## config.mk

```make
export PLATFORM = sky130hd
export DESIGN_NAME = ca_code_nco_flat
export DESIGN_NICKNAME = d
export VERILOG_FILES = /design/src/rtl/ca_code_nco_if.sv /design/src/rtl/ca_code_nco.sv /design/src/flat_wrapper.sv
export SDC_FILE = /design/constraint.sdc
export NUM_CORES = 1
export LEC_CHECK = 0
export ABC_CLOCK_PERIOD_IN_PS = 4200
export BUFFER_PORTS_ARGS = -buffer_cell sky130_fd_sc_hd__buf_2
export CORE_MARGIN = 4
export CORE_UTILIZATION = 40
export CTS_BUF_LIST = sky130_fd_sc_hd__clkbuf_8
export DETAILED_ROUTE_END_ITERATION = 16
export PLACE_DENSITY_LB_ADDON = 0.08
export SLEW_MARGIN = 15
export SYNTH_ARGS = -nofsm -noshare
export SYNTH_HDL_FRONTEND = slang
export SYNTH_SLANG_ARGS = --single-unit
export TNS_END_PERCENT = 1
```

## constraint.sdc

```tcl
create_clock -name clk -period 4.2 [get_ports clk]
set_input_delay 0.21 -clock clk [delete_from_list [all_inputs] [get_ports clk]]
set_output_delay 0.21 -clock clk [all_outputs]
set_load 0.02 [all_outputs]
```

## src/rtl/ca_code_nco_if.sv

```systemverilog
// ca_code_nco_if: seek handshake between a channel controller and ca_code_nco.
//   master (controller): drives seek_start / seek_target / seek_abort,
//                        observes seek_busy / seek_done / seek_err.
//   slave  (NCO):        the opposite directions.
//   seek_start   pulse, latch seek_target and begin a seek
//   seek_target  code_shift value to seek to
//   seek_abort   pulse, abandon a running seek
//   seek_busy    high while the seek engine is advancing
//   seek_done    one-cycle pulse, target reached
//   seek_err     one-cycle pulse, target out of range and rejected
interface ca_code_nco_if #(
  parameter int CS_WIDTH = 16
);
  logic                seek_start;
  logic [CS_WIDTH-1:0] seek_target;
  logic                seek_abort;
  logic                seek_busy;
  logic                seek_done;
  logic                seek_err;

  modport master (
    output seek_start, seek_target, seek_abort,
    input  seek_busy, seek_done, seek_err
  );

  modport slave (
    input  seek_start, seek_target, seek_abort,
    output seek_busy, seek_done, seek_err
  );
endinterface

```

## src/rtl/ca_code_nco.sv

```systemverilog
// ca_code_nco: C/A code upsampler for one tracking channel.
// A chip-rate phase accumulator clocks a G1/G2 Gold-code generator; the
// generator output (early chip) feeds a delay line whose taps give the prompt
// and late chips at a runtime-programmable spacing. A sample counter
// (code_shift) wraps once per code period, restarting the generator and
// pulsing epoch. A seek engine free-runs the counter to a requested value.
// Ports:
//   clk, rst          sample clock, asynchronous active-high reset
//   enable_i          one new sample this cycle
//   prn_i             satellite PRN (1..32; 0 selects PRN 32)
//   inc_i             chip NCO phase increment
//   spacing_i         E-P / P-L spacing in samples, clamped to 1..MAX_SPACING
//   seek              seek handshake (ca_code_nco_if.slave)
//   code_shift_o      sample index within the code period
//   epoch_o           one-cycle pulse after code_shift wraps to 0
//   out_early_o / out_prompt_o / out_late_o   code chips at sample rate
//   epoch_count_o     epoch counter, present only with CA_NCO_EPOCH_COUNT_EN
// Optional feature macro: CA_NCO_EPOCH_COUNT_EN
module ca_code_nco #(
  parameter int CS_WIDTH       = 16,
  parameter int MAX_CODE_SHIFT = 16367,
  parameter int ACC_WIDTH      = 24,
  parameter int MAX_SPACING    = 16,
  parameter int SP_WIDTH       = 5
) (
  input  logic                 clk,
  input  logic                 rst,
  input  logic                 enable_i,
  input  logic [4:0]           prn_i,
  input  logic [ACC_WIDTH-1:0] inc_i,
  input  logic [SP_WIDTH-1:0]  spacing_i,
  ca_code_nco_if.slave         seek,
  output logic [CS_WIDTH-1:0]  code_shift_o,
  output logic                 epoch_o,
  output logic                 out_early_o,
  output logic                 out_prompt_o,
  output logic                 out_late_o
`ifdef CA_NCO_EPOCH_COUNT_EN
  ,
  output logic [15:0]          epoch_count_o
`endif
);

  localparam int                  DL     = 2 * MAX_SPACING;
  localparam logic [CS_WIDTH-1:0] MAX_CS = CS_WIDTH'(MAX_CODE_SHIFT);

  typedef enum logic [1:0] {S_IDLE, S_SEEK, S_DONE} state_t;

  state_t               state_q;
  logic [CS_WIDTH-1:0]  cs_q, cs_d, target_q;
  logic [ACC_WIDTH-1:0] acc_q;
  logic [ACC_WIDTH:0]   sum;
  logic [10:1]          g1_q, g2_q;
  logic [3:0]           tap_a, tap_b;
  logic [DL:1]          dl_q;
  logic [SP_WIDTH:0]    sp_q, sp_d, sp2;
  logic                 epoch_q, err_q;
  logic                 adv, wrap;
`ifdef CA_NCO_EPOCH_COUNT_EN
  logic [15:0]          epoch_count_q;
  assign epoch_count_o = epoch_count_q;
`endif

  // The seek engine owns the sample stream while busy.
  assign adv  = (state_q == S_SEEK) | enable_i;
  assign wrap = (cs_q == MAX_CS);
  assign cs_d = wrap ? '0 : cs_q + 1'b1;
  assign sum  = {1'b0, acc_q} + {1'b0, inc_i};

  // G2 phase-selector taps per PRN (register stages numbered 1..10).
  always_comb begin
    tap_a = 4'd4;
    tap_b = 4'd9;
    case (prn_i)
      5'd1:  begin tap_a = 4'd2; tap_b = 4'd6;  end
      5'd2:  begin tap_a = 4'd3; tap_b = 4'd7;  end
      5'd3:  begin tap_a = 4'd4; tap_b = 4'd8;  end
      5'd4:  begin tap_a = 4'd5; tap_b = 4'd9;  end
      5'd5:  begin tap_a = 4'd1; tap_b = 4'd9;  end
      5'd6:  begin tap_a = 4'd2; tap_b = 4'd10; end
      5'd7:  begin tap_a = 4'd1; tap_b = 4'd8;  end
      5'd8:  begin tap_a = 4'd2; tap_b = 4'd9;  end
      5'd9:  begin tap_a = 4'd3; tap_b = 4'd10; end
      5'd10: begin tap_a = 4'd2; tap_b = 4'd3;  end
      5'd11: begin tap_a = 4'd3; tap_b = 4'd4;  end
      5'd12: begin tap_a = 4'd5; tap_b = 4'd6;  end
      5'd13: begin tap_a = 4'd6; tap_b = 4'd7;  end
      5'd14: begin tap_a = 4'd7; tap_b = 4'd8;  end
      5'd15: begin tap_a = 4'd8; tap_b = 4'd9;  end
      5'd16: begin tap_a = 4'd9; tap_b = 4'd10; end
      5'd17: begin tap_a = 4'd1; tap_b = 4'd4;  end
      5'd18: begin tap_a = 4'd2; tap_b = 4'd5;  end
      5'd19: begin tap_a = 4'd3; tap_b = 4'd6;  end
      5'd20: begin tap_a = 4'd4; tap_b = 4'd7;  end
      5'd21: begin tap_a = 4'd5; tap_b = 4'd8;  end
      5'd22: begin tap_a = 4'd6; tap_b = 4'd9;  end
      5'd23: begin tap_a = 4'd1; tap_b = 4'd3;  end
      5'd24: begin tap_a = 4'd4; tap_b = 4'd6;  end
      5'd25: begin tap_a = 4'd5; tap_b = 4'd7;  end
      5'd26: begin tap_a = 4'd6; tap_b = 4'd8;  end
      5'd27: begin tap_a = 4'd7; tap_b = 4'd9;  end
      5'd28: begin tap_a = 4'd8; tap_b = 4'd10; end
      5'd29: begin tap_a = 4'd1; tap_b = 4'd6;  end
      5'd30: begin tap_a = 4'd2; tap_b = 4'd7;  end
      5'd31: begin tap_a = 4'd3; tap_b = 4'd8;  end
      default: begin tap_a = 4'd4; tap_b = 4'd9; end
    endcase
  end

  // Spacing is clamped into 1..MAX_SPACING and registered, so a new value
  // moves the taps on the following cycle without disturbing the line.
  always_comb begin
    sp_d = {1'b0, spacing_i};
    if (spacing_i == '0)
      sp_d = (SP_WIDTH+1)'(1);
    else if ({1'b0, spacing_i} > (SP_WIDTH+1)'(MAX_SPACING))
      sp_d = (SP_WIDTH+1)'(MAX_SPACING);
  end

  assign sp2 = sp_q << 1;

  assign out_early_o  = g1_q[10] ^ g2_q[tap_a] ^ g2_q[tap_b];
  assign out_prompt_o = dl_q[sp_q];
  assign out_late_o   = dl_q[sp2];
  assign code_shift_o = cs_q;
  assign epoch_o      = epoch_q;

  assign seek.seek_busy = (state_q == S_SEEK);
  assign seek.seek_done = (state_q == S_DONE);
  assign seek.seek_err  = err_q;

  always_ff @(posedge clk or posedge rst) begin
    if (rst) begin
      state_q  <= S_IDLE;
      cs_q     <= '0;
      target_q <= '0;
      acc_q    <= '0;
      g1_q     <= '1;
      g2_q     <= '1;
      dl_q     <= '0;
      sp_q     <= (SP_WIDTH+1)'(1);
      epoch_q  <= 1'b0;
      err_q    <= 1'b0;
`ifdef CA_NCO_EPOCH_COUNT_EN
      epoch_count_q <= '0;
`endif
    end else begin
      sp_q    <= sp_d;
      epoch_q <= adv & wrap;
      err_q   <= 1'b0;

      if (adv) begin
        cs_q <= cs_d;
        dl_q <= {dl_q[DL-1:1], out_early_o};
        if (wrap) begin
          // Period boundary: restart the code at chip 0 even if a chip
          // tick coincides with it.
          acc_q <= '0;
          g1_q  <= '1;
          g2_q  <= '1;
`ifdef CA_NCO_EPOCH_COUNT_EN
          epoch_count_q <= epoch_count_q + 16'd1;
`endif
        end else begin
          acc_q <= sum[ACC_WIDTH-1:0];
          if (sum[ACC_WIDTH]) begin
            g1_q <= {g1_q[9:1], g1_q[3] ^ g1_q[10]};
            g2_q <= {g2_q[9:1], g2_q[2] ^ g2_q[3] ^ g2_q[6] ^ g2_q[8] ^ g2_q[9] ^ g2_q[10]};
          end
        end
      end

      case (state_q)
        S_IDLE: begin
          if (seek.seek_start) begin
            if (seek.seek_target > MAX_CS)
              err_q <= 1'b1;
            else if (seek.seek_target == cs_q)
              state_q <= S_DONE;
            else begin
              state_q  <= S_SEEK;
              target_q <= seek.seek_target;
            end
          end
        end
        S_SEEK: begin
          // Abort wins even on the edge that would reach the target.
          if (seek.seek_abort)
            state_q <= S_IDLE;
          else if (cs_d == target_q)
            state_q <= S_DONE;
        end
        S_DONE:  state_q <= S_IDLE;
        default: state_q <= S_IDLE;
      endcase
    end
  end

endmodule

```

## src/flat_wrapper.sv

```systemverilog
// flat-port wrapper written by rule: the top's interface ports become plain ports
module ca_code_nco_flat 
#(
  parameter int CS_WIDTH       = 16,
  parameter int MAX_CODE_SHIFT = 16367,
  parameter int ACC_WIDTH      = 24,
  parameter int MAX_SPACING    = 16,
  parameter int SP_WIDTH       = 5
)
  (clk, rst, enable_i, prn_i, inc_i, spacing_i, code_shift_o, epoch_o, out_early_o, out_prompt_o, out_late_o, seek_seek_start, seek_seek_target, seek_seek_abort, seek_seek_busy, seek_seek_done, seek_seek_err);
  ca_code_nco_if #(.CS_WIDTH(CS_WIDTH)) seek_i ();
  input  logic clk;
  input  logic rst;
  input  logic enable_i;
  input  logic [4:0] prn_i;
  input  logic [ACC_WIDTH-1:0] inc_i;
  input  logic [SP_WIDTH-1:0] spacing_i;
  output logic [CS_WIDTH-1:0] code_shift_o;
  output logic epoch_o;
  output logic out_early_o;
  output logic out_prompt_o;
  output logic out_late_o;
  input wire logic [$bits(seek_i.seek_start)-1:0] seek_seek_start;
  input wire logic [$bits(seek_i.seek_target)-1:0] seek_seek_target;
  input wire logic [$bits(seek_i.seek_abort)-1:0] seek_seek_abort;
  output wire logic [$bits(seek_i.seek_busy)-1:0] seek_seek_busy;
  output wire logic [$bits(seek_i.seek_done)-1:0] seek_seek_done;
  output wire logic [$bits(seek_i.seek_err)-1:0] seek_seek_err;
  assign seek_i.seek_start = seek_seek_start;
  assign seek_i.seek_target = seek_seek_target;
  assign seek_i.seek_abort = seek_seek_abort;
  assign seek_seek_busy = seek_i.seek_busy;
  assign seek_seek_done = seek_i.seek_done;
  assign seek_seek_err = seek_i.seek_err;
  ca_code_nco #(.CS_WIDTH(CS_WIDTH), .MAX_CODE_SHIFT(MAX_CODE_SHIFT), .ACC_WIDTH(ACC_WIDTH), .MAX_SPACING(MAX_SPACING), .SP_WIDTH(SP_WIDTH)) u_core (.clk(clk), .rst(rst), .enable_i(enable_i), .prn_i(prn_i), .inc_i(inc_i), .spacing_i(spacing_i), .seek(seek_i), .code_shift_o(code_shift_o), .epoch_o(epoch_o), .out_early_o(out_early_o), .out_prompt_o(out_prompt_o), .out_late_o(out_late_o));
endmodule
```

# Yosys cells after proc, flatten, opt, wreduce, memory -nomap -nowiden
# Memories as Yosys holds them, arrays and structs flattened.
# Index checks and enable logic that the tools add are counted.
# totals
wordCells	70
rom_bits	256
ff_bits	118
out_inout_bits	23
memories	1
# classes
muxes	25
bitwise	12
add_sub_neg	2
n_reduce_logical	6
n_eq_ne	8
order_cmp	6
# mem_list
memory	depth	word_bits	read_ports	rd_clocked_by_memory_dff	write_ports	line_no	rtl
(name not given)	32	8	1	0	0	ca_code_nco.sv:74	case (prn_i)
# op_table
cell	n
2-to-1 mux 10 bit	4
equality test 16 bit	2
adder 24 x 24 -> 25 bit	1
2-to-1 mux 24 bit	1
adder 16 x 1 -> 16 bit, second input constant	1
equality test 16 x 14 -> 1 bit, second input constant	1
> comparator 16 x 14 -> 1 bit, second input constant	1
2-to-1 mux 16 bit	1
less-than comparator 6 x 7 -> 1 bit, second input constant	2
less-than comparator 4 x 5 -> 1 bit, second input constant	2
2-to-1 mux 2 bit	5
2-to-1 mux 5 bit	2
binary-select mux 1 bit (select 4 bit)	2
bitwise XOR 1 bit	8
2-to-1 mux 1 bit	7
binary-select mux 1 bit (select 6 bit)	1
binary-select mux 1 bit (select 5 bit)	1
> comparator 5 bit, second input constant	1
zero test 5 bit	1
inequality test 2 bit, second input constant	2
one-hot mux 2 bit (2 select lines)	1
AND reduction 4 bit	1
inequality test 3 x 2 -> 1 bit, second input constant	1
AND reduction 3 bit	1
other kinds (8)	9

# Longest topological paths before layout
# Gate-level depths: netlist (run 1).
# depth
word_depth	7
depth_mapped	13
depth_no_buf	12

# Least setup slack after synthesis (run 1)
# No wires, ideal clock.
# synth_path
path_type	reg-to-reg
startpoint	register u_core.acc_q[0]
endpoint	register u_core.g2_q[2] in the netlist's numbering
t_arrival_ns	2.783
required_time_ns	4.117
slack_ns	1.333
path_stages_with_launch	13
path_buffers	1
cell_sequence	dfrtp_1 > ha_1 > inv_1 > fa_1 > nor2b_1 > o21ai_1 > a2111o_1 > o211ai_1 > a311oi_1 > o31ai_2 > a21oi_2 > buf_4 > o32a_1
# synth_via
elab_chain_len	3
# synth_lines
element	line_no	rtl
start, declared	ca_code_nco.sv:51	logic [ACC_WIDTH-1:0] acc_q;
start signal, assigned	ca_code_nco.sv:165	acc_q <= sum[ACC_WIDTH-1:0];
adder 24 x 24 -> 25 bit	ca_code_nco.sv:68	assign sum = {1'b0, acc_q} + {1'b0, inc_i};
nonzero test 2 bit (no source line)	n/a	
AND reduction 2 bit (no source line)	n/a	
end signal, assigned	ca_code_nco.sv:168	g2_q <= {g2_q[9:1], g2_q[2] ^ g2_q[3] ^ g2_q[6] ^ g2_q[8] ^ g2_q[9] ^ g2_q[10]};
end, declared	ca_code_nco.sv:53	logic [10:1] g1_q, g2_q;
# No other way between the ends.
# A chain may end at the register's enable or synchronous reset.

# Worst setup path in the final report (run 1)
# layout_path
startpoint	register u_core.acc_q[0]
endpoint	register u_core.g2_q[8] in the netlist's numbering
# The elaborated chain is that of the path after synthesis.

==> impl_results.md, run 1 <==
* Status: finished, final reports clean
* Critical path's slowest cell: o311a_1
* Vias at ~6200
* Num CTS Buffers at 17
* Fin crit period at 3.417 ns
* CP bufs+invs at 1
* Worst-path clk slew at 0.08 ns
* MaxCap Viol Count at 0
* Initial core utilization at 40.66%
* Syn nets at 899
* Die height at 145.7 microns
* Worst-margin pin slew at 1.012 ns
* Worst-skew pair later-pin latency at 0.44 ns
* Final core occ at 46.70%
* Slew headroom at approximately a third
* First-pass GRT wire length at 31660 microns
* Die width at ~150 microns
* Post-DP Area at 0.008139 sq mm
* Pwr/cell area at 618.4 mW/mm^2
* P&R area growth vs syn at 14.87%
* Io pins at 78
* Crit path arrival time at 3.79 ns
* EDFF count, synth at 0
* CTS root buf: clkbuf_8
* Wire length per cell at 16.59 microns
* CP Launch Type: flop
* Yosys cell types at approximately 80
* Worst Setup End Kind: flop
* Psw at 2.012 mW
* Worst-path maximum fanout at 20
* Share of layout cells above drive strength 1 at 20.69%
* Vias in the first global route at 6305
* Routed Wire Length at ~19000 microns
* CTS H-Tree Depth at 4
* Crit path largest cell delay at 0.64 ns
* CTS tree: built
* Flop and latch count out of synthesis at 117
* WS Path Type: flop to flop
* Sequential cell area fraction in the yosys report at 38.97%
* Slew Limit Fails at 0
* Antenna viol nets, final at 0
* Critical path, cell by cell: ha_1 -> inv_1 -> fa_1 -> nor2b_1 -> o21ai_1 -> a2111o_1 -> o211ai_1 -> a311oi_1 -> o31ai_2 -> o311a_1 -> o32a_1
* Overflow after GRT at 0
* NumNets Final at 967
* Gate power share at 40.4%
* Clock skew at around 0.011 ns
* CTS sink count at between 100 and 150
* Core footprint at 0.01864 sq mm
* Vias per cell at 5.508
* Pwr Total at 5.385 mW
* Area contributors post-synth: dfrtp_1, nand2_1, dfstp_2
* Syn_area_per_cell at 9.323 sq um
* Post-synth top flop: dfrtp_1
* GPL Wtd Cong at 0.8695
* Mapped cell area at 0.007580 sq mm
* Antenna violations before repair at 1
* Top cell type by total area after synthesis: dfrtp_1
* Worst hold-check path type: input pin to flop
* Finish-stage setup viols at 0
* Required @ worst endpoint at 4.57 ns
* Final Cycle Share at 81.36%
* Endpoints failing hold at 0
* Die ar. at about 0.021 sq mm
* Clk pwr share at 23.8%
* RSZ-0062 raised after global routing: no
* Static leakage at 3.973 nW
* Family with the most delay on the worst path: compound AO/OA/AOI/OAI gates
* Fillers at 1817
* Multi-input logic area at 0.004358 sq mm
* Post-route cell area at 0.008707 sq mm
* Int Power at 3.373 mW
* Sw Ratio at 37.37%
* Async S/R FF share, synth at 100.0%
* Synthesis Warnings at 0
* Maximum root-to-sink buffer count at 2
* Sequential cell fraction of total power at between 30% and 40%
* Port buffer count at 77
* Fmax at 0.2926 GHz
* Post-DP HPWL at 13410 microns
* Mapped Cells at slightly above 800
* TritonRoute pass-1 iters at 5
* Maximum VDD drop at 0.0002955 V
* Pin count of the biggest net entering global routing at 51
* Setup TNS at 0 ns
* Iter 0 DRT Violations at 302
* Storage cell area at ~0.003 sq mm
* Remaining DRCs at 0
* Yosys top cell area share at 31.69%
* Total global-route track usage at 18.01%
* Row Count at 50
[power groups by stage]
stage / sequential [mW] / combinational, mW / clock, mW
finish: 1.93 / 2.17 / 1.28
global route: 1.99 / 2.44 / 1.37
CTS: 1.93 / 2.19 / 1.32
detailed placement: 1.95 / 2.17 / 0
global placement: 1.93 / 2.12 / 0
floorplan: 1.84 / 1.76 / 0
[flip-flops by register name, indices dropped and copies added (netlist names)]
signal,count
u_core.acc_q,24
u_core.seek.seek_err,1
u_core.g2_q,10
u_core.target_q,16
u_core.epoch_o,1
u_core.code_shift_o,16
u_core.state_q,2
u_core.sp_q,5
u_core.dl_q,32
u_core.g1_q,10
[worst min-delay path, delay by kind of cell]
family / cells / cell delay (ns)
compound gates: 1 / 0.06
buf+inv: 2 / 0.11
simple gates: 1 / 0.05
[logic make-up after synthesis]
family / Yosys count / synth area share, %
AND/OR/NAND/NOR: 290 / 18.12
buffers and inverters: 65 / 3.632
flip-flops: 117 / 38.97
XOR/XNOR: 68 / 7.857
adder cells (fa/ha/maj): 32 / 5.348
AO/OA/AOI/OAI: 195 / 17.98
multiplexers: 46 / 8.089
[path summary, 6_finish.rpt]
check / startpoint / to / slack [ns] / cells after the start
max reg2reg: u_core.acc_q[0] / u_core.g2_q[8] / 0.78 / 11
min in group asynchronous: rst / u_core.dl_q[26] / 0.39 / 3
max: u_core.acc_q[0] / u_core.g2_q[8] / 0.78 / 11
min reg2reg: u_core.acc_q[0] / u_core.acc_q[0] / 0.48 / 2
max in group asynchronous: rst / u_core.g1_q[7] / 2.86 / 4
min: seek_seek_abort / u_core.state_q[1] / 0.04 / 4
[layout by cell type, fill, tap and decap left out, types with 4 or more instances in the layout]
master         netlist  layout
nand2_1            165     165
dfrtp_1             96      96
buf_2                7      77
xnor2_1             35      35
xor2_1              33      33
nor2_1              33      32
a21oi_1             31      31
ha_1                30      30
o21ai_0             29      29
dfstp_2             21      21
o21ai_1             20      20
mux2_2              20      20
o32a_1              19      19
inv_1               19      18
a21o_1              17      17
clkbuf_8             0      17
nor2b_1             16      16
o31ai_1             15      15
mux2i_1             14      14
nand2b_1            11      11
nand3_1             11      11
mux4_2              10      10
buf_4                2      10
nand4_1              9       9
a31oi_1              8       8
dlygate4sd3_1        0       8
and3_1               7       7
nor3_1               6       6
o211ai_1             6       6
bufinv_16            0       6
o21a_1               5       5
nor4_1               5       5
or3_1                4       4
[final cells by class]
class | instances | share of cell area, %
Inverter | 19 | 0.8478
Antenna cell | 1 | 0.02874
Timing Repair Buffer | 95 | 6.208
Tap cell | 234 | 3.363
Multi-Input combinational cell | 631 | 50.05
Clock buffer | 17 | 2.687
Clock inverter | 15 | 2.888
Sequential cell | 117 | 33.93
[timing repair]
item | 4_1_cts | 5_1_grt
hold endpoints to repair | 33 | 0
gates resized for setup | 0 | 0
buffers inserted | 0 | 0
hold buffers | 8 | 0
[per-stage QoR]
| stage | worst slack [ns] | hold slack, ns | std cells |
|---|---|---|---|
| finish | 0.7827 | 0.03724 | 1129 |
| global route | 0.4246 | 0.006905 | 1129 |
| CTS | 0.7205 | 0.003361 | 1128 |
| detailed placement | 0.7541 | 0.3153 | 1088 |
| global placement | 0.8379 | 0.3048 | 1088 |
| floorplan | 0.9240 | 0.2426 | 813 |
[Yosys cell counts (all sizes together), types with 14 or more instances]
master / number
buf: 14
nand2: 165
o32a: 19
nor2b: 16
clkbuf: 32
xor2: 33
o21ai: 50
inv: 19
mux2i: 14
ha: 30
dfrtp: 96
nor2: 33
dfstp: 21
a21o: 17
a21oi: 32
xnor2: 35
o31ai: 16
mux2: 22
[per-layer routing]
layer	share of wire (%)	up-vias	track usage, %
li1	-	3059	-
met1	47	3032	24.19
met2	48	106	29.42
met3	3.7	21	4.173
met4	1.4	0	4.891
met5	0	-	0
(Power assumes the default switching activity.)
==> run 2: changes to the inputs <==
--- a/config.mk
+++ b/config.mk
@@ -5,7 +5,7 @@
 export SDC_FILE = /design/constraint.sdc
 export NUM_CORES = 1
 export LEC_CHECK = 0
-export ABC_CLOCK_PERIOD_IN_PS = 4200
+export ABC_CLOCK_PERIOD_IN_PS = 3500
 export BUFFER_PORTS_ARGS = -buffer_cell sky130_fd_sc_hd__buf_2
 export CORE_MARGIN = 4
 export CORE_UTILIZATION = 40
==> constraint.sdc (replaced) <==
create_clock -name clk -period 3.5 [get_ports clk]
set_input_delay 0.175 -clock clk [delete_from_list [all_inputs] [get_ports clk]]
set_output_delay 0.175 -clock clk [all_outputs]
set_load 0.02 [all_outputs]
==> run 2 against run 1 <==
First-iteration DRC count is 29% higher; setup slack lost 0.32 ns; sequential cell count is the same; register-to-register slack lost 0.32 ns; die area is the same; maximum frequency rose by 13%; sequential power is 18% higher; via count increased by 1.9%; cell count rose by 2.0%; total power grew 21%.
==> impl_results.md, run 2 (synthesized netlist as in run 1, its figures left out) <==
* Status: finished, final reports clean (unchanged)
* First-pass GRT wire length at 32040 microns (was 31660 microns)
* Most frequent cells in the layout: nand2_1, dfrtp_1, buf_2 (unchanged)
* NumNets Final at 991 (was 967)
* Largest Register: u_core.dl_q (unchanged)
* Vias per cell at 5.500 (was 5.508)
* Maximum VDD drop at 0.0003725 V (was 0.0002955 V)
* Io pins at 78 (unchanged)
* TritonRoute pass-1 iters at 5 (unchanged)
* WS Path Type: flop to flop (unchanged)
* Worst-margin pin slew at 0.8418 ns (was 1.012 ns)
* Static leakage at 4.097 nW (was 3.973 nW)
* Resize count post-CTS at 0 (unchanged)
* Final Cycle Share at 86.65% (was 81.36%)
* Critical path, cell by cell: ha_1 -> nand3_1 -> or4_4 -> o21ai_2 -> nor3b_2 -> o22ai_1 -> nor4_1 -> and4_1 -> o311ai_1 -> a31o_1 (was ha_1 -> inv_1 -> fa_1 -> nor2b_1 -> o21ai_1 -> a2111o_1 -> o211ai_1 -> a311oi_1 -> o31ai_2 -> o311a_1 -> o32a_1)
* Hold Slack at 0.03927 ns (was 0.03724 ns)
* Wire length per cell at 16.38 microns (was 16.59 microns)
* Antenna violations before repair at 0 (was 1)
* Final core occ at 47.94% (was 46.70%)
* Die ar. at 0.02122 sq mm (unchanged)
* Post-DP HPWL at 13310 microns (was 13410 microns)
* Critical path's slowest cell: or4_4 (was o311a_1)
* Routed Wire Length at 18880 microns (was 18730 microns)
* Worst-path maximum fanout at 11 (was 20)
* Row Count at 50 (unchanged)
* Vias in the first global route at 6316 (was 6305)
* CTS tree: built (unchanged)
* Clock skew at 0.01706 ns (was 0.01132 ns)
* Core footprint at 0.01864 sq mm (unchanged)
* Final non-filler cell total at 1152 (was 1129)
* Regs by FF count: u_core.dl_q: 32 flops, u_core.acc_q: 24 flops (unchanged)
* Overflow after GRT at 0 (unchanged)
* Iter 0 DRT Violations at 389 (was 302)
* Slew Limit Fails at 0 (unchanged)
* Post-placement cell count at 1100 (was 1088)
* Share of layout cells above drive strength 1 at 21.46% (was 20.69%)
* Worst-skew pair later-pin latency at 0.43 ns (was 0.44 ns)
* Worst-path clk slew at 0.08 ns (about the same)
* CTS root buf: clkbuf_8 (unchanged)
* RSZ-0062 raised after global routing: no (unchanged)
* Most common cell after layout, fill and taps aside: nand2_1 (unchanged)
* Die height at 145.7 microns (unchanged)
* Maximum root-to-sink buffer count at 2 (unchanged)
* Fmax at 0.3297 GHz (was 0.2926 GHz)
* GPL Wtd Cong at 0.8287 (was 0.8695)
* Port buffer count at 77 (unchanged)
* Crit path largest cell delay at 0.66 ns (was 0.64 ns)
* Max FFs per register at 32 (unchanged)
* Endpoints failing hold at 0 (unchanged)
* Pwr Total at 6.531 mW (was 5.385 mW)
* Remaining DRCs at 0 (unchanged)
* Pwr/cell area at 730.7 mW/mm^2 (was 618.4 mW/mm^2)
* Initial core utilization at 40.66% (unchanged)
* Worst Setup End Kind: flop (unchanged)
* MaxCap Viol Count at 0 (unchanged)
* Worst hold-check path type: input pin to flop (unchanged)
* Vias at 6336 (was 6218)
* Total global-route track usage at 18.29% (was 18.01%)
* Crit path arrival time at 3.35 ns (was 3.79 ns)
* Setup TNS at 0 ns (unchanged)
* Finish-stage setup viols at 0 (unchanged)
* Die width at 145.7 microns (unchanged)
* Required @ worst endpoint at 3.81 ns (was 4.57 ns)
* Num CTS Buffers at 17 (unchanged)
* N_diodes at 0 (was 1)
* Antenna viol nets, final at 0 (unchanged)
* CTS sink count at 117 (unchanged)
* Slew headroom at 43.88% (was 32.37%)
* P&R area growth vs syn at 17.91% (was 14.87%)
* Pin count of the biggest net entering global routing at 66 (was 51)
* Fin crit period at 3.033 ns (was 3.417 ns)
* CP Launch Type: flop (unchanged)
* CTS H-Tree Depth at 4 (unchanged)
run 2: layout make-up:
| class | instances | area, sq um |
|---|---|---|
| Fill cell | 1789 | 9706 |
| Clock inverter | 14 | 247.7 |
| Sequential cell | 117 | 2954 |
| Timing Repair Buffer | 119 | 763.2 |
| Tap cell | 234 | 292.8 |
| Inverter | 19 | 73.82 |
| Multi-Input combinational cell | 631 | 4358 |
| Clock buffer | 18 | 247.7 |
run 2: through the flow:
stage | setup WS [ns] | cell area [sq um]
final | 0.4673 | 8937
after global routing | 0.2048 | 8937
after detailed placement | 0.4470 | 8242
after floorplan | 0.2590 | 7580
after CTS | 0.4588 | 8937
after global placement | 0.5815 | 8242
run 2: per-layer routing:
| metal | track usage (%) | share of wire [%] |
|---|---|---|
| met2 | 30.05 | 49 |
| met5 | 0 | 0 |
| met1 | 24.64 | 47 |
| met4 | 4.653 | 1.1 |
| met3 | 4.111 | 3.4 |
run 2: power by group:
part | total (mW) | internal (mW) | leakage (nW) | switching, mW
combinational | 2.71 | 1.29 | 2.41 | 1.42
sequential | 2.28 | 1.88 | 1.45 | 0.397
clock | 1.54 | 0.948 | 0.240 | 0.594
run 2: path summary, 6_finish.rpt:
path | from | endpoint | slack (ns) | cells after the start
worst max-delay path | u_core.code_shift_o[1] | u_core.state_q[0] | 0.47 | 10
worst min-delay path | seek_seek_target[11] | u_core.target_q[11] | 0.04 | 2
worst max register to register | u_core.code_shift_o[1] | u_core.state_q[0] | 0.47 | 10
worst min register to register | u_core.acc_q[0] | u_core.acc_q[0] | 0.48 | 2
max in group asynchronous | rst | u_core.g1_q[1] | 2.17 | 4
min in group asynchronous | rst | u_core.dl_q[25] | 0.45 | 3
run 2: worst max-delay path, delay by kind of cell, from the launching register on:
kind | cells | cell delay, ns
and+or+nand+nor | 5 | 1.62
AOI/OAI and AO/OA | 4 | 0.57
DFF | 1 | 0.46
adders and majority gates | 1 | 0.27
run 2: timing repair:
| action | 4_1_cts | 5_1_grt |
|---|---|---|
| hold buffers | 20 | 0 |
| setup buffers | 0 | 0 |
| endpoints found under the hold margin | 81 | 0 |
